[src/rtl/fifo_rd_serializer.sv]
// Drains wide words from the synchronous FIFO and replays them as narrow
// valid/ready beats, least-significant slice first, counting whole words emitted.
module fifo_rd_serializer #(
  parameter int IN_WIDTH  = 128,
  parameter int OUT_WIDTH = 32,
  parameter int CNT_WIDTH = 16
) (
  input  logic                 clk,
  input  logic                 arst,
  input  logic                 srst_i,
  input  logic                 fifo_mty_i,
  output logic                 fifo_rd_o,
  input  logic [IN_WIDTH-1:0]  fifo_q_i,
  output logic                 out_valid_o,
  input  logic                 out_ready_i,
  output logic [OUT_WIDTH-1:0] out_data_o,
  output logic                 out_last_o,
  output logic                 busy_o,
  output logic [CNT_WIDTH-1:0] word_cnt_o
);

  localparam int RATIO = IN_WIDTH / OUT_WIDTH;
  localparam int BW    = (RATIO > 1) ? $clog2(RATIO) : 1;
  localparam logic [BW-1:0] LAST_BEAT = BW'(RATIO - 1);

  typedef enum logic [1:0] {S_IDLE, S_WAIT, S_SEND} state_t;

  state_t               state_q, state_d;
  logic [IN_WIDTH-1:0]  shreg_q, shreg_d;
  logic [BW-1:0]        beat_q, beat_d;
  logic [CNT_WIDTH-1:0] cnt_q, cnt_d;
  logic                 rd;

  always_ff @(posedge clk or posedge arst) begin
    if (arst) begin
      state_q <= S_IDLE;
      shreg_q <= '0;
      beat_q  <= '0;
      cnt_q   <= '0;
    end else begin
      state_q <= state_d;
      shreg_q <= shreg_d;
      beat_q  <= beat_d;
      cnt_q   <= cnt_d;
    end
  end

  // A new read is only issued from IDLE or on the final beat's handshake, so at
  // most one word is ever in flight between the FIFO and the shift register.
  always_comb begin
    state_d = state_q;
    shreg_d = shreg_q;
    beat_d  = beat_q;
    cnt_d   = cnt_q;
    rd      = 1'b0;
    case (state_q)
      S_IDLE: begin
        if (!fifo_mty_i) begin
          rd      = 1'b1;
          state_d = S_WAIT;
        end
      end
      S_WAIT: begin
        shreg_d = fifo_q_i;
        beat_d  = '0;
        state_d = S_SEND;
      end
      S_SEND: begin
        if (out_ready_i) begin
          shreg_d = shreg_q >> OUT_WIDTH;
          beat_d  = beat_q + 1'b1;
          if (beat_q == LAST_BEAT) begin
            cnt_d  = cnt_q + 1'b1;
            beat_d = '0;
            if (!fifo_mty_i) begin
              rd      = 1'b1;
              state_d = S_WAIT;
            end else begin
              state_d = S_IDLE;
            end
          end
        end
      end
      default: state_d = S_IDLE;
    endcase
    if (srst_i) begin
      state_d = S_IDLE;
      shreg_d = '0;
      beat_d  = '0;
      cnt_d   = '0;
      rd      = 1'b0;
    end
  end

  assign fifo_rd_o   = rd & ~arst;
  assign out_valid_o = (state_q == S_SEND);
  assign out_data_o  = (state_q == S_SEND) ? shreg_q[OUT_WIDTH-1:0] : '0;
  assign out_last_o  = (state_q == S_SEND) && (beat_q == LAST_BEAT);
  assign busy_o      = (state_q != S_IDLE);
  assign word_cnt_o  = cnt_q;

endmodule
[config.mk]
export PLATFORM = sky130hd
export DESIGN_NAME = fifo_rd_serializer
export DESIGN_NICKNAME = d
export VERILOG_FILES = /design/src/rtl/fifo_rd_serializer.sv
export SDC_FILE = /design/constraint.sdc
export NUM_CORES = 1
export LEC_CHECK = 0
export CORE_MARGIN = 2
export CORE_UTILIZATION = 49
export DETAILED_ROUTE_END_ITERATION = 10
export PLACE_DENSITY = 0.92
export RECOVER_POWER = 50
export SLEW_MARGIN = 20
export SYNTH_ARGS = -nofsm -noshare
export SYNTH_HDL_FRONTEND = slang
export SYNTH_SLANG_ARGS = --single-unit
[constraint.sdc]
create_clock -name clk -period 7.85 [get_ports clk]
set_clock_uncertainty 0.1 [all_clocks]
set_input_delay 2.355 -clock clk [delete_from_list [all_inputs] [get_ports clk]]
set_output_delay 2.355 -clock clk [all_outputs]
set_load 0.005 [all_outputs]
## Word level (Yosys, flattened, before mapping)

Cells that the tools add are included.

| operators by class | value |
|---|---|
| add/sub/neg operators | 2 |
| equality and inequality tests | 6 |
| multiplexer cells | 23 |
| bitwise operators | 2 |
| reductions and logical operators | 10 |

Operators with widths:

| operator | count |
|---|---|
| 128-bit two-way mux | 2 |
| 128-bit one-hot mux with 2 select lines | 1 |
| 16-bit two-way mux | 4 |
| 32-bit two-way mux | 1 |
| 16-bit by 1-bit adder with 16-bit output (second input constant) | 1 |
| 2-bit two-way mux | 7 |
| 2-bit nonzero test | 4 |
| 3-bit by 2-bit inequality test with 1-bit output (second input constant) | 2 |
| 2-bit one-hot mux with 3 select lines | 1 |
| 3-bit AND reduction | 2 |
| 1-bit two-way mux | 5 |
| 2-bit == test (second input constant) | 2 |
| 2-bit one-hot mux with 2 select lines | 1 |
| 3-bit inequality test (second input constant) | 1 |
| 3-bit nonzero test | 1 |
| 2-bit by 1-bit adder with 2-bit output (second input constant) | 1 |
| 2-bit by 1-bit == test with 1-bit output (second input constant) | 1 |
| 2-bit zero test | 1 |
| 1-bit one-hot mux with 2 select lines | 1 |
| 2-bit AND reduction | 1 |
| 1-bit bitwise AND | 1 |
| 1-bit logical AND | 1 |
| 1-bit inverter | 1 |

| storage, ports and cells | value |
|---|---|
| flip-flop bits (word level) | 148 |
| input bits | 133 |
| output and inout bits | 52 |
| word-level logic and storage cells | 47 |

## Logic depth before layout (Yosys ltp)

Gate-level depths: netlist of the first run.

| logic depth | value |
|---|---|
| depth after elaboration | 6 |
| gate-level depth with buffers | 7 |
| gate-level depth less buffers | 5 |

## Least setup slack after synthesis of the first run

OpenSTA, ideal clock, no wires.

| path | value |
|---|---|
| path type | input-to-output |
| start | in srst_i |
| end | out fifo_rd_o |
| data arrival time | 3.163 ns |
| data required time | 5.395 ns |
| path slack | 2.232 ns |
| cell stages on the path | 3 |
| path through | clkbuf_1 > a2111oi_0 > nor3b_1 |

| between the ends | value |
|---|---|
| word-level cells in the longest chain between the ends | 2 |

Ends and longest elaborated chain:

| item | line | source |
|---|---|---|
| start, declared | 10 | `input logic srst_i,` |
| 1-bit two-way mux | 86 | `if (srst_i) begin` |
| 1-bit bitwise AND | 95 | `assign fifo_rd_o = rd & ~arst;` |
| end, declared | 12 | `output logic fifo_rd_o,` |

Every way passes these cells.

## Worst setup path in the final report of the first run

Ends and elaborated chain as after synthesis.

==> results by stage, run 1 <==
Outcome:
- The run finished, with violations left.
- The checks that failed: capacitance limit, slew limit.

Cells and area:
- The share of layout cells above drive strength 1 is 5.26%.
- The number of nets in the finished design is 996.
- The count of placed standard cells in the final layout, fillers left out is 1058.
- The number of antenna cells inserted is 0.
- Compared with the post-synthesis result, the final layout area differs by 36.5%.

Placed design:
- The port buffer count is 184.
- The detailed placement HPWL is 11.9 mm.
- The pre-CTS worst setup slack is 995 ps.
- Routability-driven placement finished with a final weighted congestion of 0.854.
- After detailed placement, the design holds a cell count of 1026.

STA:
- Setup repair after global routing left no endpoint under its margin.
- Headroom to the max-slew limit came out at -150%.
- The clock period minus final worst setup slack is 6990 ps.
- The sum of negative setup slack is 0 ps.
- Setup slack closes at 859 ps.
- The setup-violating endpoint count in the final report is 0.
- The total count of hold-check failures in the final report came to 0.
- The highest clock frequency the design can meet is 143 MHz.
- For the pin with the worst max-slew slack, the measured transition is 3730 ps.
- The number of slew-limit violations in the final report is 307.
- After layout, the worst path uses 89.1% of the clock period.

Clock tree:
- The cell sitting at the root of the clock tree is a clkbuf_16.
- The CTS clock-pin slew for the worst setup and hold paths is 60 ps.
- The H-tree depth is 4.
- Buffers inserted to repair hold after CTS numbered 0.
- The number of gates resized after cts is 0.
- The deepest clock path buffer count is 2.
- The later pin in the worst-skew pair is clocked with a latency of 420 ps.
- The buffer count from post-CTS setup fixing is 0.
- The clock tree from TritonCTS is built.
- The number of CTS-inserted buffers is 17.
- The clock drives 148 sinks.

Power:
- Summed over all cells, the static leakage comes to 4.29 nW.
- The power density of the placed cells is 222 nW/um2.
- The completed layout was analyzed and its total power is 2.16 mW.
- The worst-case IR drop observed on VDD is 0.000126 V.

Global route:
- For this run, global-route usage on met1 was measured as 33.7%.
- Global routing used 5.07% of the available met3 tracks.
- Entering global routing, the biggest net connects 238 pins.
- In the global route stage, overall resource usage came out at 24.0%.
- Global routing consumed, on the met2 layer, 37.0% of the routing resources.
- The remaining global-route overflow is 0.
- The wire length of the first global-routing pass is 29.7 mm.
- The number of global-route vias before repair was 5664.
- The initial antenna violation count came to 0.
- The busiest metal layer after global routing is met2.

Logic synthesis:
- The synthesized netlist devotes 13.6% of its cell area to compound gates.
- The cell area that synthesis handed to floorplanning was 7140 um2.
- The share of the Yosys chip area taken by registers is 51.9%.
- The fraction of the mapped netlist area in adder cells is 0.351%.
- The fraction of synthesized cell area in xor and xnor cells is 1.10%.
- The flip-flop and latch count after synthesis is 148.
- The multiplexer share of the synthesized area is 13.8%.
- The cell count after synthesis came out at 712.
- The synthesized netlist net count is 847.
- The number of library cell types mapped by synthesis is 34.
- The simple logic cell fraction of the synthesized area is 15.5%.
- By area, the combinational part of the netlist is dominated by simple AND/OR/NAND/NOR gates.
- The yosys synthesis warning count is 0.
- Averaged over all synthesized cells, the footprint is 10.0 um2.

Worst setup path:
- For the worst setup path, the data arrival time is 4540 ps.
- The launching element type of the critical path is an input pin.
- The endpoint class of the critical path is an output port.
- The data required time at the worst endpoint is 5390 ps.
- The critical path goes through clkbuf_1 > a2111oi_0 > nor3b_1 > clkdlybuf4s50_1.
- For this run, the slowest stage of the critical path takes 1250 ps.
- The category of the critical setup timing path is input pin to output port.
- Together, buffers and inverters on the worst path number 2.
- The kind of cell adding the most delay to the critical path is buffers and inverters.
- The worst-path cell with the longest stage delay is clkbuf_1.
- In this run the register-to-register setup slack is 3540 ps.
- Along the worst path, the maximum fanout reaches 35.

Die:
- The core region is 14400 um2.
- Once the floorplan was initialized, standard cells occupied 49.7% of the core.
- The die outline area is 15500 um2.
- The die height is 125 um.
- Pin placement for this block handled 185 I/O pins.
- The die width is 125 um.
- The total number of placement rows is 44.

Drt:
- For this run, design rule violations remaining after detail routing come to 0.
- The iteration count of the initial detailed-routing pass is 5.
- The average vias per placed instance is 5.44.
- The detail-routed net length per standard cell is 17.1 um.
- The final wirelength is 18.1 mm.
- After the first detailed-routing iteration, the DRC count stood at 481.
- The via count is 5753.
- The detail route stage leaves a number of antenna-violating nets equal to 0.

Min path:
- The tightest min-delay check is of the register to register type.

Run:
- Max-cap violations in this run came to 5.
worst register-to-register path, delay by kind of cell, from the launching register on:
| kind | cells | cell delay, ps |
|---|---|---|
| AO/OA/AOI/OAI | 1 | 220 |
| AND/OR/NAND/NOR | 3 | 1830 |
| flip-flops | 1 | 430 |
| buffers and inverters | 3 | 1620 |
sequential cells by signal, summed over array words and instances (netlist names):
signal / cells
shreg_q: 128
word_cnt_o: 16
beat_q: 2
state_q: 2
synthesized netlist by cell type:
master | number | area [um2]
xor2_1 | 3 | 26.3
nand4b_2 | 1 | 15.0
mux2_2 | 2 | 22.5
ha_1 | 2 | 25.0
a31o_2 | 1 | 8.76
clkbuf_1 | 29 | 109
nor2b_1 | 3 | 18.8
buf_1 | 3 | 11.3
or4_1 | 2 | 15.0
buf_2 | 27 | 135
inv_1 | 3 | 11.3
and2_1 | 33 | 206
nor3_1 | 2 | 10.0
dfrtp_1 | 148 | 3700
mux2i_1 | 96 | 961
nor3b_1 | 1 | 7.51
xnor2_1 | 6 | 52.6
o21ai_1 | 21 | 105
a2111oi_0 | 1 | 8.76
and4_1 | 1 | 8.76
nand4_1 | 5 | 31.3
nor4_1 | 4 | 25.0
a21oi_1 | 6 | 30.0
nor2_1 | 15 | 56.3
nand2_1 | 172 | 646
o31ai_1 | 97 | 728
and4b_1 | 1 | 10.0
nand3_1 | 4 | 20.0
a211oi_2 | 1 | 12.5
inv_2 | 1 | 3.75
o21ai_0 | 15 | 75.1
nand2b_1 | 1 | 6.26
or3_1 | 3 | 18.8
or2_2 | 2 | 12.5
cell families after synthesis:
logic type      count (synthesis)
buf+inv                        63
compound gates                142
flops                         148
simple gates                  250
mux                            98
fa+ha+maj                       2
xor+xnor                        9
layer usage:
| layer | share of wire [%] | vias up |
|---|---|---|
| li1 | - | 2793 |
| met1 | 46 | 2758 |
| met2 | 47 | 173 |
| met3 | 4.9 | 29 |
| met4 | 2.6 | 0 |
| met5 | 0 | - |
layout by cell type (no fill, tap or decap), types with 3 or more instances in the layout:
cell type	synthesis	routed
a21oi_1	6	6
nor2_1	15	15
dfrtp_1	148	148
clkdlybuf4s50_1	0	165
o21ai_0	15	15
mux2i_1	96	96
nor4_1	4	4
and2_1	33	33
bufinv_16	0	8
or3_1	3	3
xnor2_1	6	6
nand2_1	172	172
clkbuf_16	0	17
dlygate4sd3_1	0	18
clkbuf_8	0	3
nand4_1	5	5
o21ai_1	21	21
nand3_1	4	4
nor2b_1	3	3
xor2_1	3	3
o31ai_1	97	97
power by group:
part           switching [mW]  total (mW)  internal (mW)
combinational           0.143       0.281          0.137
clock                   0.314        1.00          0.687
sequential             0.0448       0.882          0.837
cell type report:
class / instances / area, um2
fill: 1068 / 4620
sequential: 148 / 3700
timing repair buffer: 189 / 1880
clock buffer: 20 / 467
inverter: 4 / 18.8
clock inverter: 12 / 273
multi-input combinational: 501 / 3170
tap: 184 / 230
path summary, 6_finish.rpt:
path,from,endpoint,depth (start not counted)
min in group asynchronous,arst,shreg_q[85],2
worst max register to register,state_q[0],shreg_q[120],7
worst min-delay path,shreg_q[10],shreg_q[10],2
worst max-delay path,srst_i,fifo_rd_o,4
worst min register to register,shreg_q[10],shreg_q[10],2
max in group asynchronous,arst,shreg_q[24],3
per-stage QoR:
stage                     utilization [%]  hold WS (ps)  instance area, um2
final                                67.8           367                9740
after detailed placement             62.8           358                9030
after global placement               62.8           351                9020
after global routing                 67.8           400                9740
after CTS                            68.0           371                9770
after floorplan                         -           340                7140
Note: power is estimated with default switching activity, not from simulation.
==> run 2: changes to the inputs <==
--- a/config.mk
+++ b/config.mk
@@ -8,7 +8,7 @@
 export CORE_MARGIN = 2
 export CORE_UTILIZATION = 49
 export DETAILED_ROUTE_END_ITERATION = 10
-export PLACE_DENSITY = 0.92
+export PLACE_DENSITY = 0.87
 export RECOVER_POWER = 50
 export SLEW_MARGIN = 20
 export SYNTH_ARGS = -nofsm -noshare
==> results by stage, run 2 (synthesis gave the netlist of run 1 again) <==
Cells and area:
- The number of nets in the finished design came to 996 (unchanged).
- The share of layout cells above drive strength 1 was 4.70% (-0.57 points).
- The growth of design area from synthesis to finish is 33.5%.
- The number of antenna cells inserted was 0 (unchanged).
- The flip-flop count of the largest register, all copies and words added is 128 (unchanged).
- Ranked by flip-flop count, first place goes to shreg_q.
- The library cell used most frequently in the layout, excluding fill and tap cells, is nand2_1.
- The top cell types in the final layout, fill and taps aside, are 172 x nand2_1, 165 x clkdlybuf4s50_1, 148 x dfrtp_1.

Drt:
- The violation count after the first detailed-routing iteration is 478 (-0.62%).
- The iteration count of the initial detailed-routing pass was 4 (-1).
- The count of antenna-violating nets left after detailed routing is 0 (unchanged).
- The detail-routed net length per standard cell was 16.6 um (-2.7%).
- The via count is 5678 (-1.3%).
- The final wirelength is 17.6 mm (-2.7%).
- The number of remaining DRC errors was 0 (unchanged).
- The average vias per placed instance is 5.37 (-1.2%).

Power:
- The static leakage power came to 4.21 nW (-2.0%).
- The largest vdd supply drop came to 0.000144 V (+14%).
- The net switching share of the total power is 25.1% (+1.9 points).
- The total net switching power is 0.473 mW (-5.8%).
- The sequential fraction of design power is 46.8% (+6.0 points).
- The power density of the placed cells was 198 nW/um2 (-11%).
- The combinational power share came to 14.9% (+1.9 points).
- The internal power of the cells is 1.41 mW (-15%).
- The power share of the clock group is 38.3% (-8.0 points).

STA:
- The post-route worst setup slack is 929 ps (+70.1 ps).
- The final hold slack came to 363 ps (-4.57 ps).
- The sum of negative setup slack is 0 ps (unchanged).
- The number of slew-limit violations in the final report is 422 (+37%).
- The clock period minus final worst setup slack is 6920 ps (-70.1 ps).
- The headroom to the max-slew limit is -173% (-22 points).
- The transition at the pin with the smallest max-transition slack is 4090 ps (+357 ps).
- The share of the clock period used by the worst path after layout was 88.2% (-0.89 points).
- The total count of hold-check failures in the final report is 0 (unchanged).
- The setup-violating endpoint count in the final report is 0 (unchanged).
- The highest clock frequency the design can meet is 144 MHz (+1.0%).
- Setup repair after global routing left no endpoint under its margin.

Worst setup path:
- The data arrival time of the worst path is 4470 ps (-70 ps).
- The data required time at the worst endpoint came to 5390 ps (about the same).
- The number of cells traversed by the worst register-to-register path is 7 (unchanged).
- The launch point of the worst reg-to-reg path is state_q[0].
- The minimum setup slack among reg-to-reg paths is 1520 ps (-2020 ps).
- The critical path is of the input pin to output port type.
- The endpoint class of the critical path is an output port.
- The critical path ends at fifo_rd_o.
- The worst register-to-register path ends at shreg_q[105].
- The critical path starts at out_ready_i.
- STA classifies the critical path startpoint as an input pin.
- The maximum net fanout on the critical path was 4 (-89%).

Clock tree:
- The count of clock tree sinks is 148 (unchanged).
- The clock tree from TritonCTS is built.
- Clock tree synthesis selected as its root buffer the cell clkbuf_16.
- The number of hold buffers added after CTS was 0 (unchanged).
- The number of gates resized after cts is 0 (unchanged).
- The buffer count from post-CTS setup fixing is 0 (unchanged).
- The H-tree depth is 4 (unchanged).
- The source-to-sink clock delay at the later pin of the worst-skew pair is 410 ps (about the same).
- The CTS clock-pin slew for the worst setup and hold paths was 50 ps (about the same).
- The number of CTS-inserted buffers was 17 (unchanged).
- The deepest clock path buffer count was 2 (unchanged).

Global route:
- The wire length of the first global-routing pass is 28.6 mm (-3.5%).
- The fraction of met3 tracks used by global routing is 3.87% (-1.2 points).
- The number of global-route vias before repair came to 5628 (-0.64%).
- The initial antenna violation count was 0 (unchanged).
- The busiest metal layer after global routing is met2.
- The remaining global-route overflow is 0 (unchanged).
- The global-route track usage on met1 came to 33.4% (-0.27 points).
- The met2 global-route usage is 33.7% (-3.3 points).
- The aggregate global-route resource usage is 23.1% (-0.92 points).
- The pin count of the biggest net entering global routing came to 261 (+9.7%).

Die:
- The die outline area is 15500 um2 (unchanged).
- The effective utilization at floorplan is 49.7% (unchanged).
- The die width came to 125 um (unchanged).
- The total number of placement rows is 44 (unchanged).
- The top-level port count came to 185 (unchanged).
- The core footprint was 14400 um2 (unchanged).
- The die height is 125 um (unchanged).

Placed design:
- The final weighted congestion in routability-driven placement was 0.855 (+0.15%).
- The detailed placement HPWL is 12.0 mm (+0.31%).
- The pre-CTS worst setup slack is 999 ps (+4.29 ps).
- The port buffer count was 184 (unchanged).

Outcome:
- The checks that failed: capacitance limit, slew limit.
- The flow ran to the end, but the final reports show violations.

Min path:
- In this run the worst hold path is classified as register to register.
- The hold path depth is 2 (unchanged).

Run:
- The count of max-cap constraint violations is 3 (-2).
==> run 2: changes by cell type in the layout (fill, tap and decap cells not counted), sizes merged <==
cell / delta
inv: +1
buf: +2
bufinv: -8
clkinv: +3
clkbuf: +4
clkinvlp: -3
==> run 2: how the worst min path moves through the flow <==
stage	end	start	slack, ps
after floorplan	shreg_q[0]	shreg_q[0]	340
after global placement	shreg_q[10]	shreg_q[10]	350
after detailed placement	shreg_q[16]	shreg_q[16]	360
after CTS	shreg_q[16]	shreg_q[16]	370
after global routing	shreg_q[18]	shreg_q[18]	380
final	shreg_q[16]	shreg_q[16]	360
==> run 2: stage by stage <==
step | util, % | power (mW) | cells | cell area [um2]
final | 66.3 | 1.88 | 1057 | 9530
after global routing | 66.3 | 1.97 | 1057 | 9530
after CTS | 66.5 | 1.90 | 1057 | 9550
after detailed placement | 62.8 | 1.18 | 1026 | 9030
after global placement | 62.8 | 1.16 | 1026 | 9020
after floorplan | - | 1.05 | 712 | 7140
==> run 2: per-layer routing <==
| metal | wire length (um) | part of all wire (%) |
|---|---|---|
| met1 | 8130 | 46 |
| met2 | 8020 | 46 |
| met4 | 687 | 3.9 |
| met5 | 0 | 0 |
| met3 | 716 | 4.1 |
==> run 2: power by group through the flow <==
stage          Clock [mW]  Sequential, mW  Combinational [mW]
6_report            0.721           0.882               0.281
3_5_place_dp            0           0.894               0.283
2_1_floorplan           0           0.876               0.174
3_3_place_gp            0           0.889               0.275
4_1_cts             0.733           0.880               0.284
5_1_grt             0.766           0.889               0.313
==> run 2: final cells by class <==
type	instances	area, um2
clock inverter	5	25.0
tap	184	230
inverter	4	17.5
fill	1163	4840
timing repair buffer	189	1870
sequential	148	3700
multi-input combinational	501	3180
clock buffer	26	499
==> run 2: critical path, stage by stage <==
cell             delay, ps
dlygate4sd3_1          670
nand2_1                120
a2111oi_0              540
nor3b_1                250
clkdlybuf4s50_1        530
==> run 3: changes to the inputs <==
--- a/config.mk
+++ b/config.mk
@@ -5,7 +5,9 @@
 export SDC_FILE = /design/constraint.sdc
 export NUM_CORES = 1
 export LEC_CHECK = 0
-export CORE_MARGIN = 2
+export ABC_CLOCK_PERIOD_IN_PS = 7850
+export CAP_MARGIN = 40
+export CORE_MARGIN = 4
 export CORE_UTILIZATION = 49
 export DETAILED_ROUTE_END_ITERATION = 10
 export PLACE_DENSITY = 0.87
==> results by stage, run 3 (synthesis gave the netlist of run 1 again) <==
Outcome:
- The run finished, with violations left.
- The checks that failed: capacitance limit, slew limit.

Cells and area:
- The number of antenna cells inserted was 0 (unchanged).
- The number of nets in the finished design is 999 (+0.30%).
- The commonest non-fill, non-tap cell in the layout is nand2_1.
- In the layout the commonest cells are 172 x nand2_1, 165 x clkdlybuf4s50_1, 148 x dfrtp_1.
- The flip-flop count of the largest register, all copies and words added is 128 (unchanged).
- Relative to the synthesized area, the layout overhead comes to 35.0%.
- The count of placed standard cells in the final layout, fillers left out is 1056 (-0.095%).
- The share of layout cells above drive strength 1 is 4.79% (+0.098 points).
- shreg_q holds more flip-flops than any other register.
- The count of fill cells added during filler insertion came to 1058 (-9.0%).

Worst setup path:
- The number of cells traversed by the worst register-to-register path was 5 (-2).
- In this run the critical register-to-register path is launched from state_q[0].
- The critical path is of the input pin to output port type.
- Traced cell by cell, the critical path runs through dlygate4sd3_1 > nand2_1 > a2111oi_0 > nor3b_1 > clkdlybuf4s50_1.
- The minimum setup slack among reg-to-reg paths is 5000 ps (+3480 ps).
- STA classifies the critical path startpoint as an input pin.
- The data arrival time of the worst path is 4370 ps (-100 ps).
- The highest cell delay on the worst timing path is 630 ps (-40 ps).
- The slowest stage of the critical path belongs to the cell dlygate4sd3_1.
- The data required time at the worst endpoint is 5390 ps (about the same).
- The maximum net fanout on the critical path is 4 (unchanged).
- The endpoint class of the critical path is an output port.
- The capture point of the worst reg-to-reg path is shreg_q[120].

STA:
- The headroom to the max-slew limit is -80.0% (+93 points).
- Setup repair after global routing left no endpoint under its margin.
- The number of slew-limit violations in the final report is 53 (-87%).
- The highest clock frequency the design can meet is 147 MHz (+1.5%).
- The setup-violating endpoint count in the final report was 0 (unchanged).
- The share of the clock period used by the worst path after layout is 86.9% (-1.3 points).
- The clock period minus final worst setup slack is 6820 ps (-101 ps).
- The total count of hold-check failures in the final report is 0 (unchanged).
- The transition at the pin with the smallest max-transition slack is 2700 ps (-1390 ps).
- The sum of negative setup slack came to 0 ps (unchanged).

Placed design:
- The cell count after placement is 1024 (-0.19%).
- The detailed placement HPWL was 12.3 mm (+2.9%).
- The port buffer count is 184 (unchanged).
- The final weighted congestion in routability-driven placement is 0.887 (+3.8%).

Drt:
- The met2 layer wire length in the routed design is 7.81 mm (-2.7%).
- The detail-routed net length per standard cell is 16.9 um (+1.5%).
- The number of remaining DRC errors is 0 (unchanged).
- The average vias per placed instance is 5.45 (+1.4%).
- The violation count after the first detailed-routing iteration is 489 (+2.3%).
- The post-route met1 wirelength is 8.40 mm (+3.3%).
- The final wirelength is 17.8 mm (+1.4%).
- The via count is 5752 (+1.3%).
- The met3 wire length is 1.09 mm (+52%).
- The iteration count of the initial detailed-routing pass is 5 (+1).
- The highest layer touched by signal routing is met5.
- The count of antenna-violating nets left after detailed routing was 0 (unchanged).

Power:
- The static leakage power is 4.24 nW (+0.82%).
- The largest vdd supply drop is 0.000146 V (+1.8%).
- The total net switching power is 0.474 mW (about the same).
- The net switching share of the total power is 24.5% (-0.63 points).
- The power share of the clock group came to 39.7% (+1.4 points).
- The internal power of the cells came to 1.46 mW (+3.5%).
- The sequential fraction of design power is 45.6% (-1.2 points).
- The combinational power share is 14.7% (-0.2 points).
- The power density of the placed cells was 201 nW/um2 (+1.5%).

Clock tree:
- The source-to-sink clock delay at the later pin of the worst-skew pair is 410 ps (about the same).
- The root buffer cell is clkbuf_16.
- The number of CTS-inserted buffers is 17 (unchanged).
- The CTS clock-pin slew for the worst setup and hold paths came to 60 ps (about the same).
- The number of hold buffers added after CTS is 0 (unchanged).
- The deepest clock path buffer count is 2 (unchanged).
- The H-tree depth came to 4 (unchanged).
- The clock tree from TritonCTS is built.
- The number of gates resized after cts is 0 (unchanged).
- The count of clock tree sinks is 148 (unchanged).
- The buffer count from post-CTS setup fixing is 0 (unchanged).

Min path:
- The hold path depth is 2 (unchanged).
- The path with the worst hold slack has its endpoint at shreg_q[5].
- In this run the most critical hold path is launched from shreg_q[5].
- The tightest min-delay check is of the register to register type.

Global route:
- The number of global-route vias before repair is 5426 (-3.6%).
- The pin count of the biggest net entering global routing is 261 (unchanged).
- The initial antenna violation count is 1 (+1).
- The remaining global-route overflow is 0 (unchanged).
- The wire length of the first global-routing pass came to 28.1 mm (-1.9%).
- The aggregate global-route resource usage is 21.8% (-1.3 points).

Die:
- The core footprint is 14100 um2 (-1.9%).
- The die outline area came to 16600 um2 (+6.5%).
- The total number of placement rows is 43 (-2.3%).
- The top-level port count is 185 (unchanged).
- The effective utilization at floorplan is 50.6% (+0.96 points).
- The die width was 129 um (+3.2%).
- The die height is 129 um (+3.2%).

Run:
- The count of max-cap constraint violations is 1 (-2).
[run 3: final cells by class]
cell class	count	area, um2	share of cell area, %
clock buffers	26	479	4.97
multi-input cells	501	3170	32.9
inverters	4	18.8	0.195
flip-flops and latches	148	3700	38.4
repair buffers	192	1960	20.3
clock inverters	5	75.1	0.779
well taps	180	225	2.34
[run 3: worst max-delay path, delay by kind of cell]
family | cells | cell delay (ps)
AO/OA/AOI/OAI | 1 | 500
AND/OR/NAND/NOR | 2 | 340
buffers and inverters | 2 | 1170
[run 3: how the worst max path moves through the flow]
stage / cells past startpoint / endpoint / startpoint
global route: 4 / word_cnt_o[14] / arst
global placement: 5 / fifo_rd_o / out_ready_i
CTS: 5 / fifo_rd_o / out_ready_i
finish: 5 / fifo_rd_o / out_ready_i
detailed placement: 5 / fifo_rd_o / out_ready_i
floorplan: 1 / beat_q[0] / arst
[run 3: power groups by stage]
stage | sequential (mW) | combinational, mW | clock [mW]
after global routing | 0.890 | 0.316 | 0.813
final | 0.881 | 0.285 | 0.768
after CTS | 0.881 | 0.288 | 0.780
after floorplan | 0.876 | 0.174 | 0
after global placement | 0.890 | 0.276 | 0
after detailed placement | 0.894 | 0.285 | 0
[run 3: per-stage QoR]
step | instance area [um2] | total power [mW] | setup slack [ps] | utilization, % | hold slack [ps]
2_1_floorplan | 7140 | 1.05 | 1420 | - | 340
3_5_place_dp | 9080 | 1.18 | 1070 | 64.4 | 358
3_3_place_gp | 9020 | 1.17 | 1130 | 64.0 | 352
5_1_grt | 9640 | 2.02 | 718 | 68.4 | 387
4_1_cts | 9630 | 1.95 | 1070 | 68.3 | 370
6_report | 9640 | 1.93 | 1030 | 68.4 | 365
[run 3: routing by layer]
| layer | up-vias | global-route usage (%) |
|---|---|---|
| li1 | 2806 | - |
| met1 | 2709 | 32.3 |
| met2 | 197 | 31.2 |
| met3 | 38 | 5.15 |
| met4 | 2 | 8.59 |
| met5 | - | 0 |
